==> src/rtl/addr_exc_unit_pkg.sv <==
// addr_exc_unit_pkg: shared constants, size encodings and FSM states for the address-error unit
package addr_exc_unit_pkg;
    localparam logic ENABLE = 1'b1;
    localparam logic DISABLE = 1'b0;
    localparam logic [4:0] EXC_ADEL = 5'd4;
    localparam logic [4:0] EXC_ADES = 5'd5;
    localparam logic [1:0] SZ_BYTE = 2'b00;
    localparam logic [1:0] SZ_HALF = 2'b01;
    localparam logic [1:0] SZ_WORD = 2'b10;
    typedef enum logic [1:0] {S_IDLE, S_FLUSH, S_REDIRECT, S_IN_EXC} state_t;
endpackage

==> src/rtl/addr_exc_unit_if.sv <==
// addr_exc_unit_if: pipeline-side inputs and CP0/fetch-side outputs of the address-error unit
interface addr_exc_unit_if;
    logic if_valid;
    logic [31:0] if_pc;
    logic mem_valid;
    logic mem_we;
    logic [1:0] mem_size;
    logic [31:0] mem_addr;
    logic [31:0] mem_pc;
    logic user_mode;
    logic eret;
    logic addr_err;
    logic [31:0] badvaddr_p;
    logic [4:0] exc_code;
    logic [31:0] epc;
    logic exl;
    logic flush;
    logic redirect;
    logic [31:0] redirect_pc;
    modport master (
        output if_valid, if_pc, mem_valid, mem_we, mem_size, mem_addr, mem_pc, user_mode, eret,
        input addr_err, badvaddr_p, exc_code, epc, exl, flush, redirect, redirect_pc
    );
    modport slave (
        input if_valid, if_pc, mem_valid, mem_we, mem_size, mem_addr, mem_pc, user_mode, eret,
        output addr_err, badvaddr_p, exc_code, epc, exl, flush, redirect, redirect_pc
    );
endinterface

==> src/rtl/addr_exc_unit_addr_align_chk.sv <==
// addr_align_chk: combinational misalignment check; with ADDR_SEG_CHECK_EN also flags user access to kseg
module addr_align_chk
    import addr_exc_unit_pkg::*;
(
    input logic [31:0] addr,
    input logic [1:0] size,
    input logic user_mode,
    output logic err
);
    logic mis;
    logic unused_bits;
    assign mis = (size == SZ_BYTE) ? 1'b0 : (size == SZ_HALF) ? addr[0] : |addr[1:0];
`ifdef ADDR_SEG_CHECK_EN
    assign err = mis | (user_mode & addr[31]);
    assign unused_bits = ^addr[30:2];
`else
    assign err = mis;
    assign unused_bits = ^{user_mode, addr[31:2]};
`endif
endmodule

==> src/rtl/addr_exc_unit.sv <==
// addr_exc_unit: address-error detection, BadVAddr pulse and flush/redirect/ERET sequencing
// Optional kseg-in-user-mode check enabled by defining ADDR_SEG_CHECK_EN.
module addr_exc_unit
    import addr_exc_unit_pkg::*;
#(
    parameter int unsigned FLUSH_CYCLES = 2,
    parameter logic [31:0] EXC_VECTOR = 32'hBFC00380
) (
    input logic clk,
    input logic rst,
    addr_exc_unit_if.slave bus
);
    state_t state;
    logic [3:0] cnt;
    logic f_chk, d_chk, f_err, d_err, accept;
    addr_align_chk u_fetch_chk (.addr(bus.if_pc), .size(SZ_WORD), .user_mode(bus.user_mode), .err(f_chk));
    addr_align_chk u_data_chk (.addr(bus.mem_addr), .size(bus.mem_size), .user_mode(bus.user_mode), .err(d_chk));
    assign f_err = bus.if_valid & f_chk;
    assign d_err = bus.mem_valid & d_chk;
    assign accept = (state == S_IDLE || state == S_IN_EXC) && (f_err || d_err);
    always_ff @(posedge clk) begin
        if (!rst) begin
            state <= S_IDLE;
            cnt <= '0;
            bus.addr_err <= 1'b0;
            bus.badvaddr_p <= '0;
            bus.exc_code <= '0;
            bus.epc <= '0;
            bus.exl <= 1'b0;
            bus.flush <= 1'b0;
            bus.redirect <= 1'b0;
            bus.redirect_pc <= '0;
        end else begin
            bus.addr_err <= 1'b0;
            bus.redirect <= 1'b0;
            if (accept) begin
                bus.addr_err <= 1'b1;
                bus.badvaddr_p <= d_err ? bus.mem_addr : bus.if_pc;
                bus.exc_code <= (d_err && bus.mem_we) ? EXC_ADES : EXC_ADEL;
                if (!bus.exl) bus.epc <= d_err ? bus.mem_pc : bus.if_pc;
                bus.exl <= 1'b1;
                bus.flush <= 1'b1;
                cnt <= 4'(FLUSH_CYCLES - 1);
                state <= S_FLUSH;
            end else begin
                case (state)
                    S_FLUSH: begin
                        if (cnt == '0) begin
                            bus.flush <= 1'b0;
                            bus.redirect <= 1'b1;
                            bus.redirect_pc <= EXC_VECTOR;
                            state <= S_REDIRECT;
                        end else begin
                            cnt <= cnt - 4'd1;
                        end
                    end
                    S_REDIRECT: state <= S_IN_EXC;
                    S_IN_EXC: begin
                        if (bus.eret) begin
                            bus.redirect <= 1'b1;
                            bus.redirect_pc <= bus.epc;
                            bus.exl <= 1'b0;
                            state <= S_IDLE;
                        end
                    end
                    default: state <= S_IDLE;
                endcase
            end
        end
    end
endmodule

==> src/flat_wrapper.sv <==
// flat-port wrapper written by rule: the top's interface ports become plain ports
module addr_exc_unit_flat import addr_exc_unit_pkg::*;
#(
    parameter int unsigned FLUSH_CYCLES = 2,
    parameter logic [31:0] EXC_VECTOR = 32'hBFC00380
)
  (clk, rst, bus_if_valid, bus_if_pc, bus_mem_valid, bus_mem_we, bus_mem_size, bus_mem_addr, bus_mem_pc, bus_user_mode, bus_eret, bus_addr_err, bus_badvaddr_p, bus_exc_code, bus_epc, bus_exl, bus_flush, bus_redirect, bus_redirect_pc);
  addr_exc_unit_if bus_i ();
  input logic clk;
  input logic rst;
  input wire logic [$bits(bus_i.if_valid)-1:0] bus_if_valid;
  input wire logic [$bits(bus_i.if_pc)-1:0] bus_if_pc;
  input wire logic [$bits(bus_i.mem_valid)-1:0] bus_mem_valid;
  input wire logic [$bits(bus_i.mem_we)-1:0] bus_mem_we;
  input wire logic [$bits(bus_i.mem_size)-1:0] bus_mem_size;
  input wire logic [$bits(bus_i.mem_addr)-1:0] bus_mem_addr;
  input wire logic [$bits(bus_i.mem_pc)-1:0] bus_mem_pc;
  input wire logic [$bits(bus_i.user_mode)-1:0] bus_user_mode;
  input wire logic [$bits(bus_i.eret)-1:0] bus_eret;
  output wire logic [$bits(bus_i.addr_err)-1:0] bus_addr_err;
  output wire logic [$bits(bus_i.badvaddr_p)-1:0] bus_badvaddr_p;
  output wire logic [$bits(bus_i.exc_code)-1:0] bus_exc_code;
  output wire logic [$bits(bus_i.epc)-1:0] bus_epc;
  output wire logic [$bits(bus_i.exl)-1:0] bus_exl;
  output wire logic [$bits(bus_i.flush)-1:0] bus_flush;
  output wire logic [$bits(bus_i.redirect)-1:0] bus_redirect;
  output wire logic [$bits(bus_i.redirect_pc)-1:0] bus_redirect_pc;
  assign bus_i.if_valid = bus_if_valid;
  assign bus_i.if_pc = bus_if_pc;
  assign bus_i.mem_valid = bus_mem_valid;
  assign bus_i.mem_we = bus_mem_we;
  assign bus_i.mem_size = bus_mem_size;
  assign bus_i.mem_addr = bus_mem_addr;
  assign bus_i.mem_pc = bus_mem_pc;
  assign bus_i.user_mode = bus_user_mode;
  assign bus_i.eret = bus_eret;
  assign bus_addr_err = bus_i.addr_err;
  assign bus_badvaddr_p = bus_i.badvaddr_p;
  assign bus_exc_code = bus_i.exc_code;
  assign bus_epc = bus_i.epc;
  assign bus_exl = bus_i.exl;
  assign bus_flush = bus_i.flush;
  assign bus_redirect = bus_i.redirect;
  assign bus_redirect_pc = bus_i.redirect_pc;
  addr_exc_unit #(.FLUSH_CYCLES(FLUSH_CYCLES), .EXC_VECTOR(EXC_VECTOR)) u_core (.clk(clk), .rst(rst), .bus(bus_i));
endmodule
==> config.mk <==
export PLATFORM = sky130hd
export DESIGN_NAME = addr_exc_unit_flat
export DESIGN_NICKNAME = d
export VERILOG_FILES = /design/src/rtl/addr_exc_unit_pkg.sv /design/src/rtl/addr_exc_unit_if.sv /design/src/rtl/addr_exc_unit_addr_align_chk.sv /design/src/rtl/addr_exc_unit.sv /design/src/flat_wrapper.sv
export SDC_FILE = /design/constraint.sdc
export NUM_CORES = 1
export LEC_CHECK = 0
export ABC_AREA = 1
export CAP_MARGIN = 20
export CORE_MARGIN = 5
export CORE_UTILIZATION = 39
export DETAILED_ROUTE_END_ITERATION = 10
export PLACE_DENSITY = 0.71
export SYNTH_ARGS = -nofsm -noshare
export SYNTH_HDL_FRONTEND = slang
export SYNTH_SLANG_ARGS = --single-unit
==> constraint.sdc <==
create_clock -name clk -period 3.04 [get_ports clk]
set_input_delay 0.304 -clock clk [delete_from_list [all_inputs] [get_ports clk]]
set_output_delay 0.304 -clock clk [all_outputs]
set_load 0.005 [all_outputs]
==> results of run 1 <==
-- registers in the layout (all words and copies together) (netlist names) --
register / count
u_core.cnt: 4
u_core.bus.redirect_pc: 32
u_core.bus.flush: 1
u_core.bus.exl: 1
u_core.bus.badvaddr_p: 32
u_core.state: 2
u_core.bus.addr_err: 1
u_core.bus.exc_code: 2
u_core.bus.epc: 32
u_core.bus.redirect: 1
-- per-stage QoR --
step           utilization, %  area [um2]  hold WS [ns]  std cells  power, mW
6_report                58.65        7462        0.2765       1163      4.490
5_1_grt                 58.65        7462        0.2897       1163      4.795
4_1_cts                 58.65        7462        0.2702       1163      4.547
3_5_place_dp            56.33        7167        0.4332       1147      3.356
3_3_place_gp            56.33        7167        0.4271       1147      3.341
2_1_floorplan               -        5089        0.4353        808      2.605
-- cells by family (layout without fill, tap and decap cells) --
family / Yosys count / in the layout / share of synthesized area [%]
AO/OA/AOI/OAI: 42 / 42 / 4.260
XOR/XNOR: 1 / 1 / 0.1724
adder cells (fa/ha/maj): 4 / 4 / 0.9850
buffers and inverters: 98 / 281 / 9.111
flip-flops: 108 / 108 / 42.55
other: 1 / 3 / 0.07380
AND/OR/NAND/NOR: 552 / 552 / 42.85
-- area by class of cell --
| cell class | count | area share (%) |
|---|---|---|
| clock inverters | 4 | 0.6539 |
| multi-input cells | 602 | 33.01 |
| clock buffers | 12 | 3.303 |
| repair buffers | 216 | 28.71 |
| well taps | 172 | 2.884 |
| flip-flops and latches | 108 | 28.97 |
| inverters | 49 | 2.465 |
-- per-layer routing --
layer | vias up | part of all wire (%) | track usage, %
met3 | 10 | 9.3 | 7.811
met4 | 0 | 1.3 | 4.791
li1 | 2776 | - | -
met2 | 158 | 48 | 34.49
met1 | 2186 | 41 | 23.56
met5 | - | 0 | 0
-- report_power, final --
| group | internal, mW | switching [mW] | total (mW) |
|---|---|---|---|
| sequential | 1.66 | 0.165 | 1.82 |
| clock | 0.661 | 0.518 | 1.18 |
| combinational | 0.756 | 0.734 | 1.49 |
| total | 3.07 | 1.42 | 4.49 |
-- placed cells by master, fill, tap and decap left out, drive strengths merged, types with 3 or more instances in the layout --
cell,Yosys,final
conb,1,3
o21ai,3,3
nor2,116,116
nand3,36,36
a21oi,36,36
clkbuf,12,12
inv,49,49
or2,3,3
clkdlybuf4s50,0,204
dfxtp,108,108
ha,4,4
buf,37,12
clkinv,0,3
nand2,396,396
-- worst max-delay path, delay by kind of cell (launching register included) --
family                     cells  cell delay (ns)
buffers and inverters          1             0.20
DFF                            1             0.34
adders and majority gates      1             0.22
and+or+nand+nor                6             1.23
-- path summary, 6_finish.rpt --
path | from | slack (ns) | to | depth (start not counted)
hold / removal | rst | 0.28 | u_core.bus.redirect_pc[20] | 3
setup / recovery | u_core.state[0] | 0.89 | u_core.bus.redirect_pc[24] | 8
setup reg to reg | u_core.state[0] | 0.89 | u_core.bus.redirect_pc[24] | 8
hold reg to reg | u_core.bus.exc_code[2] | 0.44 | u_core.bus.exc_code[2] | 2
==> results by group, run 1 <==
Status
  • Status: finished clean

STA
  • Final period utilization: 70.64%
  • Slew @ Worst Pin: 0.8445 ns
  • Max Slew Vio Count: 0
  • Max_slew headroom: 43.70%
  • Final Hold Fails: 0
  • Sum of negative setup slack: 0 ns
  • Unrepaired setup endpoints after global routing: no
  • Fmax: 465.7 MHz
  • Final worst path period need: 2.147 ns
  • Final Skew: 0.005094 ns
  • Fin worst setup slack: 0.8926 ns
  • Final setup fails: 0

Critical path
  • Critical path's slowest cell: nor2_8
  • Crit Path Class: register to register
  • Setup crit start kind: register
  • CP Cell Sequence: ha_1, inv_2, or2_1, nand2_2, nor2_8, nand3_1, nand2_1, nor2_1
  • CP Data Arrival Time: 2.39 ns
  • Setup crit end kind: register
  • Worst Path Required: 3.28 ns
  • Worst-path maximum fanout: 64
  • CP max stage delay: 0.65 ns

Die
  • Core area: 12720 um2
  • Top Ports: 210
  • Die H: 124.1 um
  • Starting Density: 39.94%
  • FP Rows: 41
  • Die area: 15410 um2
  • Die W: 124.1 um

Global route
  • Initial antenna violation count: 0
  • Largest net degree at the start of global routing: 65
  • First-pass GRT wire length: 23.99 mm
  • Global route total overflow: 0
  • Via count of the first global-routing pass: 4703
  • Overall global routing resource usage: 20.07%

Yosys
  • Register area share after synthesis: 42.55%
  • Avg Inst Size Synth: 6.304 um2
  • Post-synth EDFFs: 0
  • Synthesis-stage register bit count: 108
  • Main synth FF type: dfxtp_1
  • Most frequent cell after synthesis: nand2_1
  • Ys Warns: 0
  • Synth area leaders: dfxtp_1 43%, nand2_1 29%, nor2_1 8.3%
  • Ys async rst share: 0%
  • Top cells by count, synth: 390 x nand2_1, 113 x nor2_1, 108 x dfxtp_1
  • Yosys top cell by area: dfxtp_1
  • Area share of the largest cell type after synthesis: 42.55%
  • Syn Std Cell Area: 5081 um2
  • Netlist cell types: 29
  • Mapped Cells: 806

Pwr
  • Static Leakage: 3.514 nW
  • Cell area power density: 601.7 nW/um2
  • Maximum VDD drop: 0.3076 mV

CTS
  • Post-CTS setup buffers: 0
  • Hold buffers post-CTS: 0
  • Max clock buf depth: 2
  • CTS buffer count: 9
  • CTS sink count: 108
  • Clk Tree Root Cell: clkbuf_16
  • Clock latency on the worst-skew pair: 0.35 ns
  • CTS tree: built
  • Clk slew on worst S/H paths: 0.07 ns
  • CTS H-tree depth: 3
  • CTS resizes: 0

Drt
  • Pre-antenna DRT Iters: 7
  • Post-DR wirelength/cell: 13.42 um
  • Via count: 5130
  • Drt drc: 0
  • Final wirelength: 15.61 mm
  • First DRT Iteration DRCs: 272
  • Avg Vias per Cell: 4.411
  • DRT antenna net count: 0

Placed design
  • Port bufs: 205
  • Detailed Place HPWL: 11.36 mm
  • Final Wtd Congestion: 0.7708
  • Pre-CTS setup slack: 0.6831 ns

Run
  • Max-Cap Viols: 0

Final layout
  • Register area: 2162 um2
  • P&R area growth vs syn: 46.86%
  • Share of cells above drive strength 1: 4.137%
  • Nets: 1095
  • Filler cell count: 1313
  • Antenna cell count: 0
  • Area of the multi-input gates: 2464 um2

Min path
  • Worst hold-check path type: primary input to register
No activity file was read; power rests on OpenSTA's default activity.
==> run 2: changes to the inputs <==
--- a/config.mk
+++ b/config.mk
@@ -10,7 +10,7 @@
 export CORE_MARGIN = 5
 export CORE_UTILIZATION = 39
 export DETAILED_ROUTE_END_ITERATION = 10
-export PLACE_DENSITY = 0.71
+export PLACE_DENSITY = 0.74
 export SYNTH_ARGS = -nofsm -noshare
 export SYNTH_HDL_FRONTEND = slang
 export SYNTH_SLANG_ARGS = --single-unit
==> constraint.sdc (replaced) <==
create_clock -name clk -period 1.9 [get_ports clk]
set_input_delay 0.19 -clock clk [delete_from_list [all_inputs] [get_ports clk]]
set_output_delay 0.19 -clock clk [all_outputs]
set_load 0.005 [all_outputs]
==> run 2 against run 1 <==
Net effect: cell area up 2.3%; largest cell class unchanged; global-route usage up 0.10 points; combinational power up 68%; critical path depth unchanged; die area unchanged; highest routed layer unchanged; non-clock buffer count up 8; sequential share of layout area down 0.65 points; routed wire length down 1.1%.
==> results by group, run 2 (same netlist as run 1, synthesis figures left out) <==
Status
  • Status: finished clean (unchanged)

Die
  • Starting Density: 39.94% (unchanged)
  • FP Rows: 41 (unchanged)
  • Die area: 15410 um2 (unchanged)
  • Die H: 124.1 um (unchanged)
  • Top Ports: 210 (unchanged)
  • Core area: 12720 um2 (unchanged)
  • Die W: 124.1 um (unchanged)

Critical path
  • Worst-path maximum fanout: 32 (was 64)
  • Worst Path Required: 2.15 ns (was 3.28 ns)
  • Reg-to-reg endpoint: u_core.bus.redirect_pc[12] (was u_core.bus.redirect_pc[24])
  • R2r setup slk: 0.29 ns (was 0.89 ns)
  • Worst Reg2Reg Path Length in Cells: 8 (unchanged)
  • CP Data Arrival Time: 1.86 ns (was 2.39 ns)
  • Setup crit start kind: register (unchanged)
  • Crit Reg-Reg Startpoint: u_core.state[1] (was u_core.state[0])
  • Crit Path Class: register to register (unchanged)
  • Setup crit end kind: register (unchanged)

STA
  • Final period utilization: 84.98% (was 70.64%)
  • Sum of negative setup slack: 0 ns (unchanged)
  • Final setup fails: 0 (unchanged)
  • Final Skew: 0.007210 ns (was 0.005094 ns)
  • Max Slew Vio Count: 0 (unchanged)
  • Fmax: 619.4 MHz (was 465.7 MHz)
  • Final Hold Fails: 0 (unchanged)
  • Final worst path period need: 1.615 ns (was 2.147 ns)
  • Unrepaired setup endpoints after global routing: no (unchanged)

CTS
  • Post-CTS setup buffers: 0 (unchanged)
  • Hold buffers post-CTS: 0 (unchanged)
  • Clk Tree Root Cell: clkbuf_16 (unchanged)
  • Clk slew on worst S/H paths: 0.07 ns (about the same)
  • CTS tree: built (unchanged)
  • CTS buffer count: 9 (unchanged)
  • Max clock buf depth: 2 (unchanged)
  • CTS resizes: 0 (unchanged)
  • CTS H-tree depth: 3 (unchanged)
  • Clock latency on the worst-skew pair: 0.35 ns (about the same)
  • CTS sink count: 108 (unchanged)

Drt
  • Via count: 5240 (was 5130)
  • First DRT Iteration DRCs: 301 (was 272)
  • DRT antenna net count: 0 (unchanged)
  • Post-DR wirelength/cell: 13.18 um (was 13.42 um)
  • Avg Vias per Cell: 4.475 (was 4.411)
  • Pre-antenna DRT Iters: 5 (was 7)
  • Drt drc: 0 (unchanged)
  • Final wirelength: 15.43 mm (was 15.61 mm)

Pwr
  • Sequential power share: 39.3% (was 40.6%)
  • Static Leakage: 3.587 nW (was 3.514 nW)
  • Cell area power density: 975.9 nW/um2 (was 601.7 nW/um2)
  • Maximum VDD drop: 0.4792 mV (was 0.3076 mV)
  • Switching Fraction: 31.22% (was 31.56%)
  • Comb power frac: 33.5% (was 33.2%)
  • Clock power share: 27.1% (was 26.3%)
  • Switching power: 2.325 mW (was 1.417 mW)
  • Internal power: 5.123 mW (was 3.073 mW)

Global route
  • First-pass GRT wire length: 24.14 mm (was 23.99 mm)
  • Via count of the first global-routing pass: 4836 (was 4703)
  • Largest net degree at the start of global routing: 67 (was 65)
  • Initial antenna violation count: 0 (unchanged)
  • Overall global routing resource usage: 20.18% (was 20.07%)
  • Global route total overflow: 0 (unchanged)

Final layout
  • Share of cells above drive strength 1: 5.005% (was 4.137%)
  • Nets: 1103 (was 1095)
  • Commonest non-fill, non-tap cells in the layout: 390 x nand2_1, 204 x clkdlybuf4s50_1, 113 x nor2_1 (unchanged)
  • P&R area growth vs syn: 50.21% (was 46.86%)
  • Antenna cell count: 0 (unchanged)
  • Commonest non-fill, non-tap cell in the layout: nand2_1 (unchanged)
  • Final non-filler cell total: 1171 (was 1163)
  • Registers with the most flip-flops: u_core.bus.badvaddr_p (32), u_core.bus.epc (32), u_core.bus.redirect_pc (32) (unchanged)

Min path
  • Hold wc startpoint: rst (unchanged)
  • Worst hold endpoint: u_core.cnt[0] (was u_core.bus.redirect_pc[20])
  • Hold Path Cell Cnt: 3 (unchanged)
  • Worst hold-check path type: primary input to register (unchanged)

Placed design
  • Final Wtd Congestion: 0.8027 (was 0.7708)
  • Placed insts: 1155 (was 1147)
  • Detailed Place HPWL: 11.45 mm (was 11.36 mm)
  • Port bufs: 205 (unchanged)

Run
  • Max-Cap Viols: 0 (unchanged)
run 2: cell count changes in the layout (fill, tap and decap cells not counted), sizes merged:
cell	change
buf	+8
clkinv	-1
clkinvlp	+2
bufinv	+1
clkbuf	-2
run 2: stage by stage:
stage	utilization, %	hold slack, ns	power [mW]	worst slack [ns]	instance area [um2]
after global routing	59.99	0.2323	7.929	0.1389	7632
after CTS	59.99	0.2068	7.522	0.2886	7632
after detailed placement	57.49	0.4325	5.500	0.03259	7315
after floorplan	-	0.3213	4.168	0.3713	5089
final	59.99	0.2170	7.448	0.2854	7632
after global placement	57.49	0.4263	5.470	0.04409	7315
run 2: critical path: stages (launching register included):
cell	delay [ns]
dfxtp_1	0.38
ha_1	0.24
inv_2	0.05
or2_1	0.23
nand2_2	0.15
nor2_8	0.05
buf_12	0.17
a21oi_1	0.16
nor2_1	0.06
run 2: area by class of cell:
cell class              instances  area [um2]
fillers                      1265        5090
multi-input cells             602        2464
repair buffers                224        2290
flip-flops and latches        108        2162
clock buffers                  10       229.0
well taps                     172       215.2
inverters                      49       183.9
clock inverters                 6       88.84
run 2: how the worst max path moves through the flow:
stage | cells past startpoint | end | startpoint
after CTS | 8 | u_core.bus.redirect_pc[9] | u_core.state[1]
final | 8 | u_core.bus.redirect_pc[12] | u_core.state[1]
after global placement | 10 | u_core.bus.redirect_pc[6] | bus_mem_addr[0]
after global routing | 8 | u_core.bus.redirect_pc[6] | u_core.state[1]
after floorplan | 8 | u_core.bus.redirect_pc[11] | u_core.state[0]
after detailed placement | 10 | u_core.bus.redirect_pc[1] | bus_mem_addr[0]
run 2: power groups by stage:
stage | Sequential (mW) | Combinational [mW] | Clock (mW)
after floorplan | 2.94 | 1.23 | 0
after global placement | 2.97 | 2.50 | 0
after detailed placement | 2.98 | 2.52 | 0
after CTS | 2.93 | 2.53 | 2.05
after global routing | 2.98 | 2.79 | 2.16
final | 2.93 | 2.50 | 2.02
run 2: per-layer routing:
layer | vias to the layer above | GRT usage [%] | wire length, um
li1 | 2807 | - | -
met1 | 2275 | 23.22 | 6239
met2 | 141 | 35.20 | 7529
met3 | 17 | 6.767 | 1384
met4 | 0 | 6.502 | 279
met5 | - | 0 | 0
==> run 3: changes to the inputs <==
--- a/config.mk
+++ b/config.mk
@@ -10,7 +10,7 @@
 export CORE_MARGIN = 5
 export CORE_UTILIZATION = 39
 export DETAILED_ROUTE_END_ITERATION = 10
-export PLACE_DENSITY = 0.74
+export PLACE_DENSITY = 0.71
 export SYNTH_ARGS = -nofsm -noshare
 export SYNTH_HDL_FRONTEND = slang
 export SYNTH_SLANG_ARGS = --single-unit
==> constraint.sdc (replaced) <==
create_clock -name clk -period 1.6 [get_ports clk]
set_input_delay 0.16 -clock clk [delete_from_list [all_inputs] [get_ports clk]]
set_output_delay 0.16 -clock clk [all_outputs]
set_load 0.005 [all_outputs]
==> run 3 against run 2 <==
Net effect: critical endpoint is now u_core.bus.redirect_pc[3]; sequential power rose by 19%; combinational power rose by 29%; die area did not move; critical path type unchanged; fmax rose by 5.9%; register-to-register slack got worse by 0.21 ns; flip-flop and latch count did not move; clock skew rose by 0.0036 ns; core utilization rose by 2.2 points; hold slack got worse by 0.026 ns; routed wire length rose by 2.9%.
==> results by group, run 3 (same netlist as run 1, synthesis figures left out) <==
Die
  • Core area: 12720 um2 (unchanged)
  • Top Ports: 210 (unchanged)
  • Starting Density: 39.94% (unchanged)
  • Die area: 15410 um2 (unchanged)
  • Die W: 124.1 um (unchanged)
  • FP Rows: 41 (unchanged)
  • Die H: 124.1 um (unchanged)

Placed design
  • Final Wtd Congestion: 0.7589 (was 0.8027)
  • Detailed Place HPWL: 11.72 mm (was 11.45 mm)
  • Port bufs: 205 (unchanged)

CTS
  • CTS sink count: 108 (unchanged)
  • CTS tree: built (unchanged)
  • Clock latency on the worst-skew pair: 0.35 ns (about the same)
  • Clk Tree Root Cell: clkbuf_16 (unchanged)
  • Clk slew on worst S/H paths: 0.08 ns (was 0.07 ns)
  • CTS buffer count: 9 (unchanged)
  • Max clock buf depth: 2 (unchanged)
  • CTS H-tree depth: 3 (unchanged)

STA
  • Hold Slack: 0.1907 ns (was 0.2170 ns)
  • Final Skew: 0.01077 ns (was 0.007210 ns)
  • Fmax: 655.7 MHz (was 619.4 MHz)
  • Final period utilization: 95.31% (was 84.98%)
  • Final Hold Fails: 0 (unchanged)
  • Final setup fails: 0 (unchanged)
  • Final worst path period need: 1.525 ns (was 1.615 ns)
  • Max Slew Vio Count: 0 (unchanged)

Global route
  • First-pass GRT wire length: 24.35 mm (was 24.14 mm)
  • Via count of the first global-routing pass: 4939 (was 4836)
  • Largest net degree at the start of global routing: 39 (was 67)
  • Initial antenna violation count: 0 (unchanged)
  • Overall global routing resource usage: 20.34% (was 20.18%)
  • Global route total overflow: 0 (unchanged)

Final layout
  • Register area: 2166 um2 (was 2162 um2)
  • Share of cells above drive strength 1: 8.055% (was 5.005%)
  • Area of the multi-input gates: 2522 um2 (was 2464 um2)
  • Commonest non-fill, non-tap cells in the layout: 390 x nand2_1, 204 x clkdlybuf4s50_1, 112 x nor2_1 (was 390 x nand2_1, 204 x clkdlybuf4s50_1, 113 x nor2_1)
  • P&R area growth vs syn: 55.80% (was 50.21%)
  • Nets: 1122 (was 1103)
  • Filler cell count: 1242 (was 1265)
  • Antenna cell count: 0 (unchanged)
  • Registers with the most flip-flops: u_core.bus.badvaddr_p (32), u_core.bus.epc (32), u_core.bus.redirect_pc (32) (unchanged)
  • Commonest non-fill, non-tap cell in the layout: nand2_1 (unchanged)

Drt
  • Drt drc: 0 (unchanged)
  • First DRT Iteration DRCs: 363 (was 301)
  • DRT antenna net count: 0 (unchanged)
  • Via count: 5352 (was 5240)
  • Pre-antenna DRT Iters: 4 (was 5)
  • Avg Vias per Cell: 4.497 (was 4.475)
  • Final wirelength: 15.88 mm (was 15.43 mm)
  • Post-DR wirelength/cell: 13.34 um (was 13.18 um)

Min path
  • Worst hold-check path type: primary input to register (unchanged)
  • Hold Path Cell Cnt: 3 (unchanged)
  • Worst hold endpoint: u_core.cnt[0] (unchanged)
  • Hold wc startpoint: rst (unchanged)

Critical path
  • Worst Path Required: 1.85 ns (was 2.15 ns)
  • Setup crit start kind: register (unchanged)
  • Worst setup path startpoint: u_core.state[0] (was u_core.state[1])
  • Reg-to-reg endpoint: u_core.bus.redirect_pc[3] (was u_core.bus.redirect_pc[12])
  • Crit Reg-Reg Startpoint: u_core.state[0] (was u_core.state[1])
  • Worst Reg2Reg Path Length in Cells: 8 (unchanged)
  • Worst-path maximum fanout: 15 (was 32)
  • R2r setup slk: 0.07 ns (was 0.29 ns)
  • CP Cell Sequence: ha_4, inv_2, or2_1, nand2_4, nor2_8, clkbuf_16, a21oi_1, nor2_1 (was ha_1, inv_2, or2_1, nand2_2, nor2_8, buf_12, a21oi_1, nor2_1)
  • CP max stage delay: 0.38 ns (about the same)
  • Crit Path Class: register to register (unchanged)
  • Setup crit end kind: register (unchanged)
  • Critical path's slowest cell: dfxtp_2 (was dfxtp_1)
  • CP Data Arrival Time: 1.77 ns (was 1.86 ns)

Status
  • Status: finished clean (unchanged)

Pwr
  • Cell area power density: 1154 nW/um2 (was 975.9 nW/um2)
  • Overall Power: 9.139 mW (was 7.448 mW)
  • Maximum VDD drop: 0.4909 mV (was 0.4792 mV)
  • Static Leakage: 3.720 nW (was 3.587 nW)

Run
  • Max-Cap Viols: 0 (unchanged)
==> run 3: cell count changes in the layout (fill, tap and decap cells not counted), moves of 4 or more <==
cell,before,now
a21oi_2,0,4
ha_1,4,0
buf_4,11,20
a21oi_1,36,32
==> run 3: repair_timing <==
item | 4_1_cts | 5_1_grt
endpoints found under the setup margin | 32 | 28
pin swaps | 0 | 4
setup buffers | 2 | 0
hold buffers | 0 | 0
cloned | 0 | 5
gates resized for setup | 3 | 18
==> run 3: worst max path at each step <==
stage                                       to  slack [ns]  cells after the start
floorplan           u_core.bus.redirect_pc[11]        0.07                      8
global placement                u_core.bus.exl       -0.08                     10
detailed placement              u_core.bus.exl       -0.11                     10
CTS                 u_core.bus.redirect_pc[19]        0.03                      7
global route        u_core.bus.redirect_pc[30]      -0.005                     10
finish               u_core.bus.redirect_pc[3]        0.07                      8
==> run 3: final cells by class <==
cell class                 instances  share of cell area, %
multi-input combinational        603                  31.86
timing repair buffer             242                  31.66
sequential                       108                  27.36
clock buffer                      10                  2.892
tap                              172                  2.719
inverter                          49                  2.323
clock inverter                     6                  1.185
==> run 3: metal layers <==
metal | vias to the layer above | part of all wire, % | global-route usage [%]
li1 | 2846 | - | -
met3 | 23 | 8.2 | 5.813
met2 | 162 | 48 | 35.03
met1 | 2321 | 42 | 23.81
met4 | 0 | 2.6 | 8.008
met5 | - | 0 | 0
==> run 3: worst max-delay path: cells and delay by family, from the launching register on <==
kind	cells	cell delay [ns]
buf+inv	2	0.21
compound gates	1	0.15
flops	1	0.38
simple gates	4	0.51
fa+ha+maj	1	0.16
==> run 3: through the flow <==
step                      std cells  instance area [um2]   TNS [ns]  utilization, %  setup WS [ns]
after floorplan                 808                 5089          0               -        0.07127
after global placement         1167                 7417     -2.291           58.30       -0.08074
after detailed placement       1167                 7417     -4.191           58.30        -0.1126
after CTS                      1185                 7760          0           61.00        0.02882
after global routing           1190                 7916  -0.004530           62.22      -0.004530
final                          1190                 7916          0           62.22        0.07498
==> run 3: power by group <==
group,switching (mW),leakage (nW),total (mW),internal (mW)
Combinational,1.48,2.67,3.22,1.74
Sequential,0.335,0.888,3.48,3.15
Clock,1.04,0.159,2.44,1.39
